<file path="config.mk">
export PLATFORM = sky130hd
export DESIGN_NAME = cubehash_msg_sched_flat
export DESIGN_NICKNAME = d
export VERILOG_FILES = /design/src/rtl/cubehash_msg_sched_if.sv /design/src/rtl/cubehash_msg_sched.sv /design/src/flat_wrapper.sv
export SDC_FILE = /design/constraint.sdc
export NUM_CORES = 1
export LEC_CHECK = 0
export ABC_CLOCK_PERIOD_IN_PS = 14950
export BUFFER_PORTS_ARGS = -buffer_cell sky130_fd_sc_hd__clkbuf_2
export CORE_ASPECT_RATIO = 0.6
export CORE_MARGIN = 3
export CORE_UTILIZATION = 45
export CTS_CLUSTER_SIZE = 10
export DETAILED_ROUTE_END_ITERATION = 16
export MAX_ROUTING_LAYER = met4
export PLACE_DENSITY_LB_ADDON = 0.05
export SLEW_MARGIN = 20
export SYNTH_ARGS = -nofsm -noshare
export SYNTH_HDL_FRONTEND = slang
export SYNTH_SLANG_ARGS = --single-unit
</file>
<file path="constraint.sdc">
create_clock -name clk -period 14.95 [get_ports clk]
set_input_delay 1.495 -clock clk [delete_from_list [all_inputs] [get_ports clk]]
set_output_delay 1.495 -clock clk [all_outputs]
set_load 0.01 [all_outputs]
</file>
<file path="src/rtl/cubehash_msg_sched_if.sv">
// Byte-stream and block hand-off signals for the CubeHash message scheduler.
// The scheduler takes the slave side; the host/core environment takes the master side.
interface cubehash_msg_sched_if #(
  parameter int BLOCK_BYTES = 32,
  parameter int CNT_W       = 16
);
  logic                     clr;
  logic [7:0]               in_byte;
  logic                     in_valid;
  logic                     in_ready;
  logic                     eom;
  logic [BLOCK_BYTES*8-1:0] blk_data;
  logic                     blk_valid;
  logic                     blk_ready;
  logic                     blk_final;
  logic [CNT_W-1:0]         blk_count;
  logic                     busy;

  modport master (
    output clr, in_byte, in_valid, eom, blk_ready,
    input  in_ready, blk_data, blk_valid, blk_final, blk_count, busy
  );

  modport slave (
    input  clr, in_byte, in_valid, eom, blk_ready,
    output in_ready, blk_data, blk_valid, blk_final, blk_count, busy
  );
endinterface

</file>
<file path="src/rtl/cubehash_msg_sched.sv">
// CubeHash message scheduler: packs a byte stream into 256-bit blocks, applies
// 0x80/zero padding and offers each block (final one flagged) to the round core.
module cubehash_msg_sched #(
  parameter int         BLOCK_BYTES = 32,
  parameter logic [7:0] PAD_BYTE    = 8'h80,
  parameter int         CNT_W       = 16
) (
  input logic                 clk,
  input logic                 rst_p,
  cubehash_msg_sched_if.slave bus
);
  localparam int IDX_W = $clog2(BLOCK_BYTES);
  localparam logic [IDX_W-1:0] LAST_IDX = IDX_W'(BLOCK_BYTES - 1);

  typedef enum logic [1:0] {
    S_FILL  = 2'd0,
    S_PAD   = 2'd1,
    S_ISSUE = 2'd2
  } state_t;

  state_t           state_q, state_d;
  logic [IDX_W-1:0] cnt_q;
  logic [IDX_W-1:0] pad_idx_q;
  logic             pad_pend_q;
  logic             final_q;
  logic             busy_q;
  logic [CNT_W-1:0] blk_count_q;
  logic [7:0]       blk_buf [BLOCK_BYTES];

  logic byte_acc;
  logic blk_acc;

  assign byte_acc = (state_q == S_FILL) && bus.in_valid;
  assign blk_acc  = (state_q == S_ISSUE) && bus.blk_ready;

  always_ff @(posedge clk or posedge rst_p) begin
    if (rst_p) begin
      state_q <= S_FILL;
    end else begin
      state_q <= state_d;
    end
  end

  // A full block always goes out before padding, even when eom rides on its last byte.
  always_comb begin
    state_d = state_q;
    if (bus.clr) begin
      state_d = S_FILL;
    end else begin
      case (state_q)
        S_FILL: begin
          if (byte_acc) begin
            if (cnt_q == LAST_IDX) begin
              state_d = S_ISSUE;
            end else if (bus.eom) begin
              state_d = S_PAD;
            end
          end else if (bus.eom) begin
            state_d = S_PAD;
          end
        end
        S_PAD: begin
          state_d = S_ISSUE;
        end
        S_ISSUE: begin
          if (bus.blk_ready) begin
            if (final_q) begin
              state_d = S_FILL;
            end else if (pad_pend_q) begin
              state_d = S_PAD;
            end else begin
              state_d = S_FILL;
            end
          end
        end
        default: begin
          state_d = S_FILL;
        end
      endcase
    end
  end

  always_comb begin
    bus.in_ready  = (state_q == S_FILL);
    bus.blk_valid = (state_q == S_ISSUE);
    bus.blk_final = (state_q == S_ISSUE) && final_q;
    bus.blk_count = blk_count_q;
    bus.busy      = busy_q;
    bus.blk_data  = '0;
    for (int k = 0; k < BLOCK_BYTES; k++) begin
      bus.blk_data[BLOCK_BYTES*8-1-8*k -: 8] = blk_buf[k];
    end
  end

  always_ff @(posedge clk or posedge rst_p) begin
    if (rst_p) begin
      cnt_q       <= '0;
      pad_idx_q   <= '0;
      pad_pend_q  <= 1'b0;
      final_q     <= 1'b0;
      busy_q      <= 1'b0;
      blk_count_q <= '0;
    end else if (bus.clr) begin
      cnt_q       <= '0;
      pad_pend_q  <= 1'b0;
      final_q     <= 1'b0;
      busy_q      <= 1'b0;
      blk_count_q <= '0;
    end else begin
      case (state_q)
        S_FILL: begin
          if (byte_acc) begin
            cnt_q  <= cnt_q + IDX_W'(1);
            busy_q <= 1'b1;
            if (cnt_q == LAST_IDX) begin
              final_q <= 1'b0;
              if (bus.eom) begin
                pad_pend_q <= 1'b1;
              end
            end else if (bus.eom) begin
              pad_idx_q <= cnt_q + IDX_W'(1);
            end
          end else if (bus.eom) begin
            pad_idx_q <= cnt_q;
            busy_q    <= 1'b1;
          end
        end
        S_PAD: begin
          final_q <= 1'b1;
        end
        S_ISSUE: begin
          if (bus.blk_ready) begin
            cnt_q <= '0;
            if (final_q) begin
              busy_q      <= 1'b0;
              blk_count_q <= '0;
              final_q     <= 1'b0;
            end else begin
              if (blk_count_q != {CNT_W{1'b1}}) begin
                blk_count_q <= blk_count_q + CNT_W'(1);
              end
              if (pad_pend_q) begin
                pad_pend_q <= 1'b0;
                pad_idx_q  <= '0;
              end
            end
          end
        end
        default: begin
          cnt_q <= '0;
        end
      endcase
    end
  end

  // Stale bytes from earlier blocks stay put; data or padding always overwrites them before issue.
  always_ff @(posedge clk or posedge rst_p) begin
    if (rst_p) begin
      for (int k = 0; k < BLOCK_BYTES; k++) begin
        blk_buf[k] <= 8'h00;
      end
    end else if (!bus.clr) begin
      if (byte_acc) begin
        blk_buf[cnt_q] <= bus.in_byte;
      end else if (state_q == S_PAD) begin
        for (int k = 0; k < BLOCK_BYTES; k++) begin
          if (IDX_W'(k) == pad_idx_q) begin
            blk_buf[k] <= PAD_BYTE;
          end else if (IDX_W'(k) > pad_idx_q) begin
            blk_buf[k] <= 8'h00;
          end
        end
      end
    end
  end
endmodule

</file>
<file path="src/flat_wrapper.sv">
// flat-port wrapper written by rule: the top's interface ports become plain ports
module cubehash_msg_sched_flat 
#(
  parameter int         BLOCK_BYTES = 32,
  parameter logic [7:0] PAD_BYTE    = 8'h80,
  parameter int         CNT_W       = 16
)
  (clk, rst_p, bus_clr, bus_in_byte, bus_in_valid, bus_eom, bus_blk_ready, bus_in_ready, bus_blk_data, bus_blk_valid, bus_blk_final, bus_blk_count, bus_busy);
  cubehash_msg_sched_if #(.BLOCK_BYTES(BLOCK_BYTES), .CNT_W(CNT_W)) bus_i ();
  input logic clk;
  input logic rst_p;
  input wire logic [$bits(bus_i.clr)-1:0] bus_clr;
  input wire logic [$bits(bus_i.in_byte)-1:0] bus_in_byte;
  input wire logic [$bits(bus_i.in_valid)-1:0] bus_in_valid;
  input wire logic [$bits(bus_i.eom)-1:0] bus_eom;
  input wire logic [$bits(bus_i.blk_ready)-1:0] bus_blk_ready;
  output wire logic [$bits(bus_i.in_ready)-1:0] bus_in_ready;
  output wire logic [$bits(bus_i.blk_data)-1:0] bus_blk_data;
  output wire logic [$bits(bus_i.blk_valid)-1:0] bus_blk_valid;
  output wire logic [$bits(bus_i.blk_final)-1:0] bus_blk_final;
  output wire logic [$bits(bus_i.blk_count)-1:0] bus_blk_count;
  output wire logic [$bits(bus_i.busy)-1:0] bus_busy;
  assign bus_i.clr = bus_clr;
  assign bus_i.in_byte = bus_in_byte;
  assign bus_i.in_valid = bus_in_valid;
  assign bus_i.eom = bus_eom;
  assign bus_i.blk_ready = bus_blk_ready;
  assign bus_in_ready = bus_i.in_ready;
  assign bus_blk_data = bus_i.blk_data;
  assign bus_blk_valid = bus_i.blk_valid;
  assign bus_blk_final = bus_i.blk_final;
  assign bus_blk_count = bus_i.blk_count;
  assign bus_busy = bus_i.busy;
  cubehash_msg_sched #(.BLOCK_BYTES(BLOCK_BYTES), .PAD_BYTE(PAD_BYTE), .CNT_W(CNT_W)) u_core (.clk(clk), .rst_p(rst_p), .bus(bus_i));
endmodule
</file>
==> metrics.yaml, run 1 <==
power:
  ir_worst_vdd_mv: 0.05745
  pwr-share-comb: 0.096
  swShare: 0.2607
  p_leak_nw: 7.465
  power_density_nw_per_um2: 109.9
  seqPwrFrac: 0.478
  p_int_mw: 1.255
  clkPwrFrac: 0.426
  power_switching_mw: 0.4424
finish:
  nets: 1483
  fillCellCount: 2500
  area_growth_syn_to_layout_pct: 20.43
  drive_above_1_share: 0.3078
  postLayoutCellArea_um2: 15450
grt:
  grt_antenna_before_repair: 7
  grt_max_degree: 119
  grt_pass1_vias: 10290
  grt_overflow: 0
  grt_pass1_wl_mm: 64.47
  grt_usage: 0.2845
synth:
  synth-warning-count: 0
  ys.flop_type: "dfrtp_1"
  yosys.cell_types.count: 69
  avgSynthCellArea_um2: 10.63
  ys_seq_area_frac: 0.5599
  synth_edf_count: 0
  ys_ff_latch: 287
  syn_nets: 1227
  netlist_area_um2: 12830
  synth_async_sr_flop_share: 1.000
  syn_inst: 1207
clocking:
  clock-sinks: 287
  post_cts_buffers: 0
  clk_path_buf_depth: 3
  cts_hold_buf: 0
  cts_max_level: 2
  cts.root.buffer_cell: "clkbuf_16"
  worstSkewPairLatency_ns: 0.52
  ctsResizeCount: 0
  clkTransAtPathRegs_ns: 0.05
  numCtsBuffers: 34
  cts_tree: "built"
worst_setup_path:
  crit_buf_inv: 1
  slowest_stage: "o21a_1"
  worst-r2r-setup-slack_ns: 11.59
  cp-end-kind: "flip-flop"
  r2r_start: "u_core.cnt_q[3]"
  reg2reg_depth: 4
  critPathMaxFanout: 26
  crit_required_ns: 15.35
  worstPathArrival_ns: 4.23
  timing.rr.end: "u_core.bus.blk_data[61]"
  setup.worst_path.start_class: "input port"
  slowest_delay_ns: 0.88
  path_cells: "clkbuf_2 > nor2_1 > o21a_1 > nand2_1 > o22ai_1 > mux2_2"
  path_delay_family: "compound AO/OA/AOI/OAI gates"
  worstSetupPathType: "input port to flip-flop"
place:
  portBuffers: 289
  placed_cell_area_um2: 14500
  dp_hpwl_mm: 29.88
  place_congestion: 0.9478
min_path:
  worstHoldPathCells: 2
  worstHoldPathType: "flip-flop to flip-flop"
  hold_start: "u_core.bus.blk_data[79]"
  whs_endpoint: "u_core.bus.blk_data[79]"
detailed_routing:
  wl_per_cell_um: 23.26
  viasPerCell: 5.807
  drt_iter0_markers: 1046
  routed-via-count: 10670
  drcViolationCount: 0
  ant_nets: 0
  dr.pass1.iters: 7
  drt_wl_total_mm: 42.75
floorplan:
  fp.coreArea_um2: 27820
  die-area_um2: 30630
  num_rows: 47
  initial_utilization: 0.4612
  die_w_um: 224.0
  fp.dieH_um: 136.8
  ios: 290
sta:
  drv_slew: 0
  rsz0062_at_grt: "false"
  min_period_over_period: 0.2563
  fin_crit_ns: 3.831
  max_slew_margin: 0.2732
  hold_viol: 0
  fmax_mhz: 261.0
  clock-skew-final_ns: 0.01331
  setup_viol: 0
  finalSetupTns_ns: 0
  worst_pin_slew_ns: 1.090
job:
  maxCapViolCount: 0
run_status:
  status: "finished clean"
## cells in the final DEF, fill, tap and decap left out, types with 9 or more instances in the layout
cell type,Yosys,final
clkbuf_2,7,289
dfrtp_1,287,287
nand2_1,172,172
nor2_1,109,109
mux2_2,85,85
o31ai_1,73,73
o21ai_0,65,65
a22o_1,55,55
clkbuf_16,0,35
nand3_1,31,31
inv_1,18,17
a21oi_1,15,15
buf_4,0,15
nand4_1,14,14
nor3_1,14,14
o2bb2ai_1,14,14
and2_1,12,12
o21a_1,10,10
o22ai_1,9,9
## how the worst max path moves through the flow
stage | startpoint | endpoint | slack, ns | cells past startpoint
after detailed placement | bus_clr | u_core.bus.blk_data[137] | 10.65 | 6
after floorplan | rst_p | u_core.bus.blk_count[0] | 5.53 | 1
after CTS | bus_clr | u_core.bus.blk_data[137] | 11.18 | 6
after global routing | bus_clr | u_core.bus.blk_data[137] | 10.94 | 6
final | bus_clr | u_core.bus.blk_data[137] | 11.12 | 6
after global placement | bus_clr | u_core.bus.blk_data[136] | 10.67 | 6
## worst register-to-register path: stages, from the launching register on
cell,delay (ns)
dfrtp_1,0.73
nor2b_1,0.87
nand3_1,0.55
a221oi_4,0.68
mux2_2,0.41
## flip-flops by register name, summed over array words and instances (netlist names)
signal,flops
u_core.bus.blk_data,256
u_core.bus.blk_count,16
u_core.cnt_q,5
u_core.pad_idx_q,5
u_core.state_q,2
u_core.bus.busy,1
u_core.final_q,1
u_core.pad_pend_q,1
## cells by family after synthesis
logic type / synth area share
AND/OR/NAND/NOR: 0.1453
flip-flops: 0.5599
AO/OA/AOI/OAI: 0.1765
buffers and inverters: 0.03316
multiplexers: 0.07657
XOR/XNOR: 0.002732
adder cells (fa/ha/maj): 0.005852
## cell type report
class                   count  area, um^2  area share
clock buffers              37       893.4     0.05783
diodes                      6       15.01   0.0009720
repair buffers            307        1582      0.1024
multi-input cells         815        5233      0.3387
clock inverters             1       8.758   0.0005670
flip-flops and latches    287        7182      0.4649
well taps                 367       459.2     0.02973
inverters                  18       75.07    0.004860
## routing by layer
layer	part of all wire	global-route usage	vias to the layer above
li1	-	-	4862
met1	0.46	0.4187	5298
met2	0.42	0.3840	456
met3	0.10	0.08982	58
met4	0.016	0.05997	0
met5	0	-	-
## power groups by stage
stage | clock network [mW] | logic [mW] | registers, mW
6_report | 0.723 | 0.163 | 0.812
4_1_cts | 0.735 | 0.162 | 0.811
3_5_place_dp | 0 | 0.161 | 0.825
5_1_grt | 0.766 | 0.177 | 0.813
3_3_place_gp | 0 | 0.160 | 0.824
2_1_floorplan | 0 | 0.0971 | 0.824
## synthesized netlist by cell type, types with 3 or more instances
| cell | instances | area [um^2] |
|---|---|---|
| dfrtp_1 | 287 | 7182 |
| nand2_1 | 172 | 645.6 |
| nor2_1 | 109 | 409.1 |
| mux2_2 | 85 | 957.2 |
| o31ai_1 | 73 | 548.0 |
| clkbuf_1 | 65 | 244.0 |
| o21ai_0 | 65 | 325.3 |
| a22o_1 | 55 | 481.7 |
| nand3_1 | 31 | 155.2 |
| inv_1 | 18 | 67.56 |
| a21oi_1 | 15 | 75.07 |
| nand4_1 | 14 | 87.58 |
| nor3_1 | 14 | 70.07 |
| o2bb2ai_1 | 14 | 122.6 |
| and2_1 | 12 | 75.07 |
| o21a_1 | 10 | 75.07 |
| o21ai_1 | 9 | 45.04 |
| o22ai_1 | 9 | 56.30 |
| nor2b_1 | 8 | 50.05 |
| buf_1 | 7 | 26.28 |
| clkbuf_2 | 7 | 35.03 |
| a31oi_1 | 6 | 37.54 |
| buf_2 | 6 | 30.03 |
| ha_1 | 6 | 75.07 |
| o211ai_1 | 6 | 45.04 |
| or2_2 | 6 | 37.54 |
| and3_1 | 5 | 31.28 |
| nand2b_1 | 5 | 31.28 |
| nand4b_1 | 5 | 43.79 |
| nor3b_1 | 5 | 37.54 |
| o221ai_1 | 5 | 43.79 |
| o22a_1 | 5 | 43.79 |
| or3_1 | 5 | 31.28 |
| a211oi_1 | 4 | 30.03 |
| o32ai_1 | 4 | 35.03 |
| a41oi_1 | 3 | 26.28 |
| nand3b_1 | 3 | 22.52 |
| nor4_1 | 3 | 18.77 |
| o311ai_0 | 3 | 26.28 |
## stage by stage
stage / worst slack [ns] / std cells / power, mW / hold slack [ns] / utilization
after global routing: 10.94 / 1838 / 1.756 / 0.5000 / 0.5554
after floorplan: 5.534 / 1207 / 0.9214 / 0.5162 / -
after global placement: 10.67 / 1791 / 0.9840 / 0.4605 / 0.5214
after CTS: 11.18 / 1829 / 1.708 / 0.4780 / 0.5539
after detailed placement: 10.65 / 1791 / 0.9859 / 0.4665 / 0.5214
final: 11.12 / 1838 / 1.697 / 0.4751 / 0.5554
Power figures use the tool's default switching activity.
==> run 2, diff against run 1 <==
--- a/config.mk
+++ b/config.mk
@@ -5,7 +5,7 @@
 export SDC_FILE = /design/constraint.sdc
 export NUM_CORES = 1
 export LEC_CHECK = 0
-export ABC_CLOCK_PERIOD_IN_PS = 14950
+export ABC_CLOCK_PERIOD_IN_PS = 3400
 export BUFFER_PORTS_ARGS = -buffer_cell sky130_fd_sc_hd__clkbuf_2
 export CORE_ASPECT_RATIO = 0.6
 export CORE_MARGIN = 3
==> constraint.sdc (replaced) <==
create_clock -name clk -period 3.4 [get_ports clk]
set_input_delay 0.34 -clock clk [delete_from_list [all_inputs] [get_ports clk]]
set_output_delay 0.34 -clock clk [all_outputs]
set_load 0.01 [all_outputs]
==> run 2 against run 1 <==
  * Global-route usage hardly changed
  * Worst hold slack got worse by 0.37 ns
  * Utilization up 1.0 points
  * Total power grew to 4.4 times the previous value
  * Die area unchanged
  * Flip-flop and latch count stayed put
  * Non-clock buffer count increased by 31
  * Sequential power rose to 4.4 times the previous value
  * Largest power group unchanged
==> metrics.yaml, run 2 (synthesized netlist as in run 1, its figures left out) <==
worst_setup_path:
  critPathMaxFanout: 9  # -65%
  path_cells: "inv_1 > ha_1 > nor2b_1 > nand2_1 > a211oi_4 > mux2_2"
  slowest_stage: "a211oi_4"
  path_delay_family: "simple AND/OR/NAND/NOR gates"
  worstPathArrival_ns: 3.25  # -0.98 ns
  setup.worst_path.start_class: "flip-flop"
  slowest_delay_ns: 0.61  # -0.27 ns
  crit_buf_inv: 1  # unchanged
  worstSetupPathType: "flip-flop to flip-flop"
  cp-end-kind: "flip-flop"
  crit_required_ns: 3.80  # -11.55 ns
finish:
  seq_area_um2: 7182  # unchanged
  postLayoutCellArea_um2: 15730  # +1.9%
  area_growth_syn_to_layout_pct: 22.66
  multiInputGateArea_um2: 5229  # about the same
  fillCellCount: 2502  # +0.080%
  final_common_cell: "clkbuf_2"
  drive_above_1_share: 0.3200  # +0.01212
  final_cell_mix: "clkbuf_2 (289), dfrtp_1 (287), nand2_1 (172)"
  nets: 1514  # +2.1%
  utilization: 0.5657  # +0.01030
  largest_register_ffs: 256  # unchanged
clocking:
  worstSkewPairLatency_ns: 0.52  # about the same
  cts_max_level: 2  # unchanged
  cts.root.buffer_cell: "clkbuf_16"
  numCtsBuffers: 34  # unchanged
  clkTransAtPathRegs_ns: 0.06  # about the same
  cts_tree: "built"
  post_cts_buffers: 0  # unchanged
  clk_path_buf_depth: 3  # unchanged
  clock-sinks: 287  # unchanged
run_status:
  status: "finished clean"
power:
  ir_worst_vdd_mv: 0.3545  # +520%
  power_density_nw_per_um2: 476.8  # +330%
  p_leak_nw: 7.632  # +2.2%
place:
  dp_hpwl_mm: 30.47  # +2.0%
  placed_cell_area_um2: 14820  # +2.2%
  place_ws_ns: 0.6869  # -9.961 ns
  place_congestion: 0.9361  # -1.2%
  portBuffers: 289  # unchanged
sta:
  rsz0062_at_grt: "false"
  min_period_over_period: 0.8407
  max_slew_margin: 0.2441  # -0.02911
  finalSetupTns_ns: 0  # unchanged
  drv_slew: 0  # unchanged
  clock-skew-final_ns: 0.01664  # +0.003328 ns
  hold_slack_ns: 0.1089  # -0.3662 ns
  worst_pin_slew_ns: 1.134  # +0.04366 ns
  hold_viol: 0  # unchanged
  setup_viol: 0  # unchanged
  fin_crit_ns: 2.858
  fin_ws_ns: 0.5416  # -10.58 ns
  fmax_mhz: 349.8
grt:
  grt_overflow: 0  # unchanged
  grt_pass1_vias: 10300  # +0.12%
  grt_pass1_wl_mm: 64.66  # +0.30%
  grt_antenna_before_repair: 3  # -4
  grt_max_degree: 66  # -45%
  grt_usage: 0.2846  # about the same
detailed_routing:
  routed-via-count: 10780  # +0.96%
  wl_per_cell_um: 22.94  # -1.4%
  drcViolationCount: 0  # unchanged
  ant_nets: 0  # unchanged
  viasPerCell: 5.775  # -0.56%
  drt_wl_total_mm: 42.80  # +0.11%
  drt_iter0_markers: 1089  # +4.1%
  dr.pass1.iters: 5  # -2
job:
  maxCapViolCount: 0  # unchanged
floorplan:
  die-area_um2: 30630  # unchanged
  die_w_um: 224.0  # unchanged
  fp.coreArea_um2: 27820  # unchanged
  ios: 290  # unchanged
  initial_utilization: 0.4612  # unchanged
  num_rows: 47  # unchanged
  fp.dieH_um: 136.8  # unchanged
min_path:
  worstHoldPathType: "input port to flip-flop"
==> run 2: metal layers <==
metal | vias to the layer above | track usage | wire [um]
li1 | 4928 | - | -
met1 | 5330 | 0.4254 | 20630
met2 | 456 | 0.3787 | 17410
met3 | 62 | 0.08360 | 4059
met4 | 0 | 0.06388 | 691
met5 | - | - | 0
==> run 2: path summary, 6_finish.rpt <==
kind / start / end / slack (ns) / cells after the start
hold reg to reg: u_core.bus.blk_data[245] / u_core.bus.blk_data[245] / 0.48 / 2
setup / recovery: u_core.cnt_q[0] / u_core.bus.blk_data[206] / 0.54 / 6
max in group asynchronous: rst_p / u_core.bus.blk_data[0] / 1.93 / 5
hold / removal: bus_in_byte[6] / u_core.bus.blk_data[214] / 0.11 / 3
min in group asynchronous: rst_p / u_core.bus.blk_data[197] / 0.46 / 3
setup reg to reg: u_core.cnt_q[0] / u_core.bus.blk_data[206] / 0.54 / 6
==> run 2: cell type report <==
type                            count  share of cell area
Clock inverter                      1           0.0005567
Inverter                           18            0.004533
Timing Repair Buffer              338              0.1202
Antenna cell                        2           0.0003181
Multi-Input combinational cell    815              0.3323
Tap cell                          367             0.02918
Clock buffer                       38             0.05638
Sequential cell                   287              0.4565
==> run 2: power breakdown <==
group	internal [mW]	switching, mW	total, mW
clock network	1.82	1.36	3.18
registers	3.49	0.0722	3.56
logic	0.215	0.544	0.759
==> run 2: tightest hold or removal path, stage by stage <==
cell      delay (ns)
clkbuf_2        0.11
nand4_1         0.06
o21ai_0         0.07
==> run 2: repair_timing <==
| item | in CTS | in global routing |
|---|---|---|
| hold endpoints to repair | 22 | 0 |
| hold buffers | 1 | 0 |
| endpoints found under the setup margin | 0 | 0 |
| resized for setup | 0 | 0 |
==> run 2: through the flow <==
stage	cells	power, mW
after global placement	1824	4.370
after detailed placement	1824	4.379
final	1866	7.502
after floorplan	1207	4.053
after global routing	1866	7.787
after CTS	1864	7.555
